[config.mk]
export PLATFORM = sky130hd
export DESIGN_NAME = dcm_ps_responder_flat
export DESIGN_NICKNAME = d
export VERILOG_FILES = /design/src/rtl/dcm_ps_responder_if.sv /design/src/rtl/dcm_ps_responder.sv /design/src/flat_wrapper.sv
export SDC_FILE = /design/constraint.sdc
export NUM_CORES = 1
export LEC_CHECK = 0
export CORE_ASPECT_RATIO = 0.6
export CORE_MARGIN = 1
export CORE_UTILIZATION = 45
export DETAILED_ROUTE_END_ITERATION = 8
export GPL_ROUTABILITY_DRIVEN = 0
export MAX_ROUTING_LAYER = met4
export PLACE_DENSITY = 0.67
export SYNTH_ARGS = -nofsm -noshare
export SYNTH_HDL_FRONTEND = slang
export SYNTH_SLANG_ARGS = --single-unit
export TNS_END_PERCENT = 30
[constraint.sdc]
create_clock -name clk -period 5.75 [get_ports clk]
set_input_delay 1.15 -clock clk [delete_from_list [all_inputs] [get_ports clk]]
set_output_delay 1.15 -clock clk [all_outputs]
set_load 0.02 [all_outputs]
[src/rtl/dcm_ps_responder_if.sv]
// rtl/dcm_ps_responder_if.sv - DCM variable phase-shift port bundle (psen/psincdec/psdone + status)
interface dcm_ps_responder_if #(
    parameter int PS_W = 9
) ();
    logic            psen;
    logic            psincdec;
    logic            psdone;
    logic [PS_W-1:0] ps_value;
    logic            ps_ovf;
    logic            busy;
    logic            ps_err;

    modport master (
        output psen,
        output psincdec,
        input  psdone,
        input  ps_value,
        input  ps_ovf,
        input  busy,
        input  ps_err
    );

    modport slave (
        input  psen,
        input  psincdec,
        output psdone,
        output ps_value,
        output ps_ovf,
        output busy,
        output ps_err
    );
endinterface

[src/rtl/dcm_ps_responder.sv]
// rtl/dcm_ps_responder.sv - cycle-accurate DCM phase-shift responder with saturating tap value
module dcm_ps_responder #(
    parameter int PS_LATENCY = 8,
    parameter int PS_MAX     = 255,
    parameter int PS_W       = 9
) (
    input  logic               clk,
    input  logic               rst,
    dcm_ps_responder_if.slave  ps
);
    localparam int CNT_W = 8;
    localparam logic [CNT_W-1:0]       CNT_LOAD = CNT_W'(PS_LATENCY - 2);
    localparam logic signed [PS_W-1:0] MAX_S    = PS_W'(PS_MAX);
    localparam logic signed [PS_W-1:0] MIN_S    = -MAX_S;

    typedef enum logic [1:0] {
        ST_IDLE = 2'd0,
        ST_BUSY = 2'd1,
        ST_DONE = 2'd2
    } state_t;

    state_t                 state_q, state_d;
    logic [CNT_W-1:0]       cnt_q, cnt_d;
    logic                   dir_q, dir_d;
    logic signed [PS_W-1:0] val_q, val_d;
    logic                   ovf_q, ovf_d;
    logic                   err_q, err_d;
    logic                   done_q, done_d;
    logic                   busy_q, busy_d;

    always_ff @(posedge clk) begin
        if (rst) begin
            state_q <= ST_IDLE;
            cnt_q   <= '0;
            dir_q   <= 1'b0;
            val_q   <= '0;
            ovf_q   <= 1'b0;
            err_q   <= 1'b0;
            done_q  <= 1'b0;
            busy_q  <= 1'b0;
        end else begin
            state_q <= state_d;
            cnt_q   <= cnt_d;
            dir_q   <= dir_d;
            val_q   <= val_d;
            ovf_q   <= ovf_d;
            err_q   <= err_d;
            done_q  <= done_d;
            busy_q  <= busy_d;
        end
    end

    always_comb begin
        state_d = state_q;
        cnt_d   = cnt_q;
        dir_d   = dir_q;
        val_d   = val_q;
        ovf_d   = ovf_q;
        err_d   = err_q;

        case (state_q)
            ST_IDLE: begin
                if (ps.psen) begin
                    dir_d   = ps.psincdec;
                    cnt_d   = CNT_LOAD;
                    state_d = ST_BUSY;
                end
            end
            ST_BUSY: begin
                if (ps.psen) begin
                    err_d = 1'b1;
                end
                if (cnt_q == '0) begin
                    state_d = ST_DONE;
                    // Saturation is decided on the pre-update value so the tap never wraps
                    if (dir_q && (val_q < MAX_S)) begin
                        val_d = val_q + 1'b1;
                        ovf_d = 1'b0;
                    end else if (!dir_q && (val_q > MIN_S)) begin
                        val_d = val_q - 1'b1;
                        ovf_d = 1'b0;
                    end else begin
                        ovf_d = 1'b1;
                    end
                end else begin
                    cnt_d = cnt_q - 1'b1;
                end
            end
            ST_DONE: begin
                if (ps.psen) begin
                    dir_d   = ps.psincdec;
                    cnt_d   = CNT_LOAD;
                    state_d = ST_BUSY;
                end else begin
                    state_d = ST_IDLE;
                end
            end
            default: begin
                state_d = ST_IDLE;
            end
        endcase

        done_d = (state_d == ST_DONE);
        busy_d = (state_d != ST_IDLE);
    end

    assign ps.psdone   = done_q;
    assign ps.ps_value = val_q;
    assign ps.ps_ovf   = ovf_q;
    assign ps.busy     = busy_q;
    assign ps.ps_err   = err_q;
endmodule

[src/flat_wrapper.sv]
// flat-port wrapper written by rule: the top's interface ports become plain ports
module dcm_ps_responder_flat 
#(
    parameter int PS_LATENCY = 8,
    parameter int PS_MAX     = 255,
    parameter int PS_W       = 9
)
  (clk, rst, ps_psen, ps_psincdec, ps_psdone, ps_ps_value, ps_ps_ovf, ps_busy, ps_ps_err);
  dcm_ps_responder_if #(.PS_W(PS_W)) ps_i ();
  input  logic clk;
  input  logic rst;
  input wire logic [$bits(ps_i.psen)-1:0] ps_psen;
  input wire logic [$bits(ps_i.psincdec)-1:0] ps_psincdec;
  output wire logic [$bits(ps_i.psdone)-1:0] ps_psdone;
  output wire logic [$bits(ps_i.ps_value)-1:0] ps_ps_value;
  output wire logic [$bits(ps_i.ps_ovf)-1:0] ps_ps_ovf;
  output wire logic [$bits(ps_i.busy)-1:0] ps_busy;
  output wire logic [$bits(ps_i.ps_err)-1:0] ps_ps_err;
  assign ps_i.psen = ps_psen;
  assign ps_i.psincdec = ps_psincdec;
  assign ps_psdone = ps_i.psdone;
  assign ps_ps_value = ps_i.ps_value;
  assign ps_ps_ovf = ps_i.ps_ovf;
  assign ps_busy = ps_i.busy;
  assign ps_ps_err = ps_i.ps_err;
  dcm_ps_responder #(.PS_LATENCY(PS_LATENCY), .PS_MAX(PS_MAX), .PS_W(PS_W)) u_core (.clk(clk), .rst(rst), .ps(ps_i));
endmodule
==> impl_summary.md <==
Setup path
Counting both buffers and inverters, the worst setup path holds a total of 0. The number of cells on the worst reg-to-reg path is 9. The worst stage delay on the critical path is 0.62 ns.

The master of the slowest instance on the critical path is sky130_fd_sc_hd__o31ai_2. The critical path in this run is classified as flop to flop. Data arrives at the worst endpoint at 3.06 ns. Of all nets on the critical path, the largest fanout is 10. The source of the worst register-to-register timing path is u_core.ps.ps_value[7]$_SDFFE_PP0P_. Tracing the worst setup path back leads to its startpoint at u_core.ps.ps_value[7]$_SDFFE_PP0P_. The critical path goes through nand3b_1 -> o31ai_2 -> ha_1 -> and2_1 -> o21ai_0 -> nand3_1 -> and2_2 -> a221oi_2 -> o311ai_1. Grouping stages by cell kind, the critical path spends the most delay in compound AO/OA/AOI/OAI gates. The endpoint type of the worst setup path is a flop. STA classifies the critical path startpoint as a flop. Data on the critical path is required at its endpoint by 5.88 ns. The critical path runs through a total of 9 cells.

Timing
Setup violations remaining at the end of the flow were counted as 0. The number of failing hold endpoints at the final stage came to 0. The timing-limited maximum frequency is 0.342 GHz. The post-route setup TNS is 0 ns.

For the pin with the worst max-slew slack, the measured transition is 0.784 ns. The number of max-slew violations in the final report is 0. Setup slack on the critical path of the routed design comes to 2.83 ns. Setup repair after global routing left no endpoint under its margin. The worst pin sits at a relative slew slack of 47.6%. The shortest clock period the worst path allows after layout is 2.92 ns. The final worst-path cycle share is 50.9%. Clock skew on the completed layout was measured at 0.00139 ns.

Global route
Global routing used 20.6% of the available tracks across all layers. The number of antenna violations at the first check in global routing is 0. Entering global routing, the biggest net connects 22 pins. The first-pass GRT wire length is 4810 um. The total congestion overflow after global routing is 0. The via count of the first global-routing pass is 976.

Cells and area
The filler cells instantiated in the layout total 250. The footprint of the flip-flops and latches is 480 um2. The final antenna diode count is 0. In the layout the commonest cells are sky130_fd_sc_hd__nor2_1 (25), sky130_fd_sc_hd__dfxtp_1 (24), sky130_fd_sc_hd__clkdlybuf4s50_1 (16). The final cell area excluding filler cells is 1590 um2. The net total in the final layout is 192.

From synthesis to final layout, the design area changed by 17.3%. In the final layout, the multi-input gates occupy 828 um2. The library cell used most frequently in the layout, excluding fill and tap cells, is sky130_fd_sc_hd__nor2_1. The fraction of final layout cells with drive strength greater than 1 is 6.25%.

Worst hold path
The worst hold path startpoint is u_core.dir_q$_SDFFE_PP0P_. The worst hold path passes through 2 cells. The path type of the worst min-delay path is flop to flop.

Synth
The dominant synthesized flop cell is sky130_fd_sc_hd__dfxtp_1. The cell taking the most area after synthesis is sky130_fd_sc_hd__dfxtp_1. In this run the mean area of a mapped cell was 8.48 um2.

For this run, the register share of the synthesized area comes to 35.4%. The total of warnings raised by yosys is 0. The synthesized netlist contains 41 unique library cells. Synthesis handed over a netlist of 160 instances. Counting flops with a built-in enable in the synthesized netlist gives 0. The synthesized netlist net count is 174.

The area of the mapped netlist is 1360 um2. Of the post-synthesis cell area, the dominant cell type holds 35.4%. The register bit total from synthesis is 24. The fraction of registers with async set/reset is 0%. Yosys attributes the largest share of cell area to sky130_fd_sc_hd__dfxtp_1 (35%), sky130_fd_sc_hd__ha_1 (8.3%), sky130_fd_sc_hd__nor2_1 (6.9%).

Clock tree
The number of buffers inserted during clock tree synthesis is 3. In this run the deepest clock path goes through 2 buffers. The post-CTS repair timing setup buffer count is 0. The clock transition at the registers of the reported paths is 0.08 ns. Buffers inserted to repair hold after CTS numbered 0. The level count of the clock H-tree is 1.

The root buffer cell is sky130_fd_sc_hd__clkbuf_8. In this run, post-CTS repair resized a total of 0 instances. The TritonCTS clock tree is done. The sink count of the clock tree is 24.

The clock latency at the later pin of the worst-skew pair is 0.26 ns.

Floorplanning
The die area is 3250 um2. The initial utilization of the core area, before any placement, comes to 47.3%. The standard-cell row count is 15.

The core region is 2870 um2. The die span in x is 72.9 um. The die span in y is 44.5 um. The boundary pin count is 17.

Placement
Detailed placement finished with a half-perimeter wire length of 2260 um. Prior to clock tree synthesis, the placed netlist has a worst setup slack of 2.73 ns. In this run the cell area measured after placement is 1550 um2. The count of buffers added on input and output ports is 16.

Route
For this block, the initial DRC count from the detailed router was 84. The per-cell via count in the routed design is 5.28. The final wirelength is 2960 um. In the routed design, unresolved DRC markers number 0.

The vias after detailed routing is 1152. The detailed-router iteration count before antenna repair is 4. In the final routed layout, each cell accounts on average for 13.6 um. The detail route stage leaves a number of antenna-violating nets equal to 0.

Power
The sum of internal, switching and leakage power is 0.552 mW. The worst ir drop on vdd is 123 uV. The leakage component of the power is 0.591 nW. Power spread over the standard cell area amounts to 346 nW/um2.

Flow run
The number of max-cap violations is 0.

Status
The run finished with clean final reports.
-- registers in the layout, indices dropped and copies added, names as in the netlist --
name                count
u_core.cnt_q            8
u_core.dir_q            1
u_core.ps.busy          1
u_core.ps.ps_err        1
u_core.ps.ps_ovf        1
u_core.ps.ps_value      9
u_core.ps.psdone        1
u_core.state_q          2
-- cell families (layout without fill, tap and decap cells) --
kind of cell             after synthesis  in the layout  synth area share [%]
buffers and inverters                 11             27                  3.59
flip-flops                            24             24                  35.4
AO/OA/AOI/OAI                         28             28                  13.8
adder cells (fa/ha/maj)               10             10                  9.77
multiplexers                           3              3                  2.21
XOR/XNOR                              11             11                  7.10
AND/OR/NAND/NOR                       73             73                  28.1
-- path summary, 6_finish.rpt --
| check | to | slack [ns] |
|---|---|---|
| setup / recovery | u_core.ps.ps_value[8]$_SDFFE_PP0P_ | 2.83 |
| hold / removal | u_core.dir_q$_SDFFE_PP0P_ | 0.49 |
| setup reg to reg | u_core.ps.ps_value[8]$_SDFFE_PP0P_ | 2.83 |
| hold reg to reg | u_core.dir_q$_SDFFE_PP0P_ | 0.49 |
-- power by group --
part	total [mW]	switching [mW]	internal, mW	leakage (nW)
clock	0.0978	0.0509	0.0468	0.0216
sequential	0.214	0.0251	0.189	0.196
combinational	0.240	0.130	0.110	0.373
-- tightest hold or removal path: stages, from the launching register on --
cell and delay, ns:
sky130_fd_sc_hd__dfxtp_1 0.34, sky130_fd_sc_hd__nand2_1 0.06, sky130_fd_sc_hd__a21oi_1 0.05
-- per-layer routing --
layer	vias to the layer above	GRT usage, %	routed length (um)
met5	-	-	0
met4	0	2.35	10
met3	3	5.47	247
met2	40	25.0	1090
met1	516	32.9	1610
li1	593	-	-
-- cells in the mapped netlist, types with 2 or more instances --
cell and number:
sky130_fd_sc_hd__mux2i_1 3, sky130_fd_sc_hd__a21oi_1 12, sky130_fd_sc_hd__nand2b_1 4, sky130_fd_sc_hd__nor2b_1 4, sky130_fd_sc_hd__dfxtp_1 24, sky130_fd_sc_hd__nand3_1 4, sky130_fd_sc_hd__clkbuf_1 2, sky130_fd_sc_hd__nor4_1 4
sky130_fd_sc_hd__and2_1 2, sky130_fd_sc_hd__nor3_1 11, sky130_fd_sc_hd__xor2_1 4, sky130_fd_sc_hd__nand2_1 8, sky130_fd_sc_hd__ha_1 9, sky130_fd_sc_hd__nand3b_1 2, sky130_fd_sc_hd__inv_1 7, sky130_fd_sc_hd__o21ai_0 4
sky130_fd_sc_hd__nand4_1 2, sky130_fd_sc_hd__xnor2_1 7, sky130_fd_sc_hd__nor2_1 25
-- layout make-up --
cell class	count	share of cell area, %
Tap cell	42	3.30
Inverter	8	1.89
Clock buffer	3	2.59
Multi-Input combinational cell	125	52.0
Timing Repair Buffer	16	10.1
Sequential cell	24	30.2
-- per-stage QoR --
stage | utilization (%) | hold slack (ns) | std cells
3_3_place_gp | 54.0 | 0.457 | 215
3_5_place_dp | 54.0 | 0.473 | 215
6_report | 55.5 | 0.495 | 218
4_1_cts | 55.5 | 0.492 | 218
5_1_grt | 55.5 | 0.500 | 218
2_1_floorplan | - | 0.461 | 160
No activity file was read; power rests on OpenSTA's default activity.
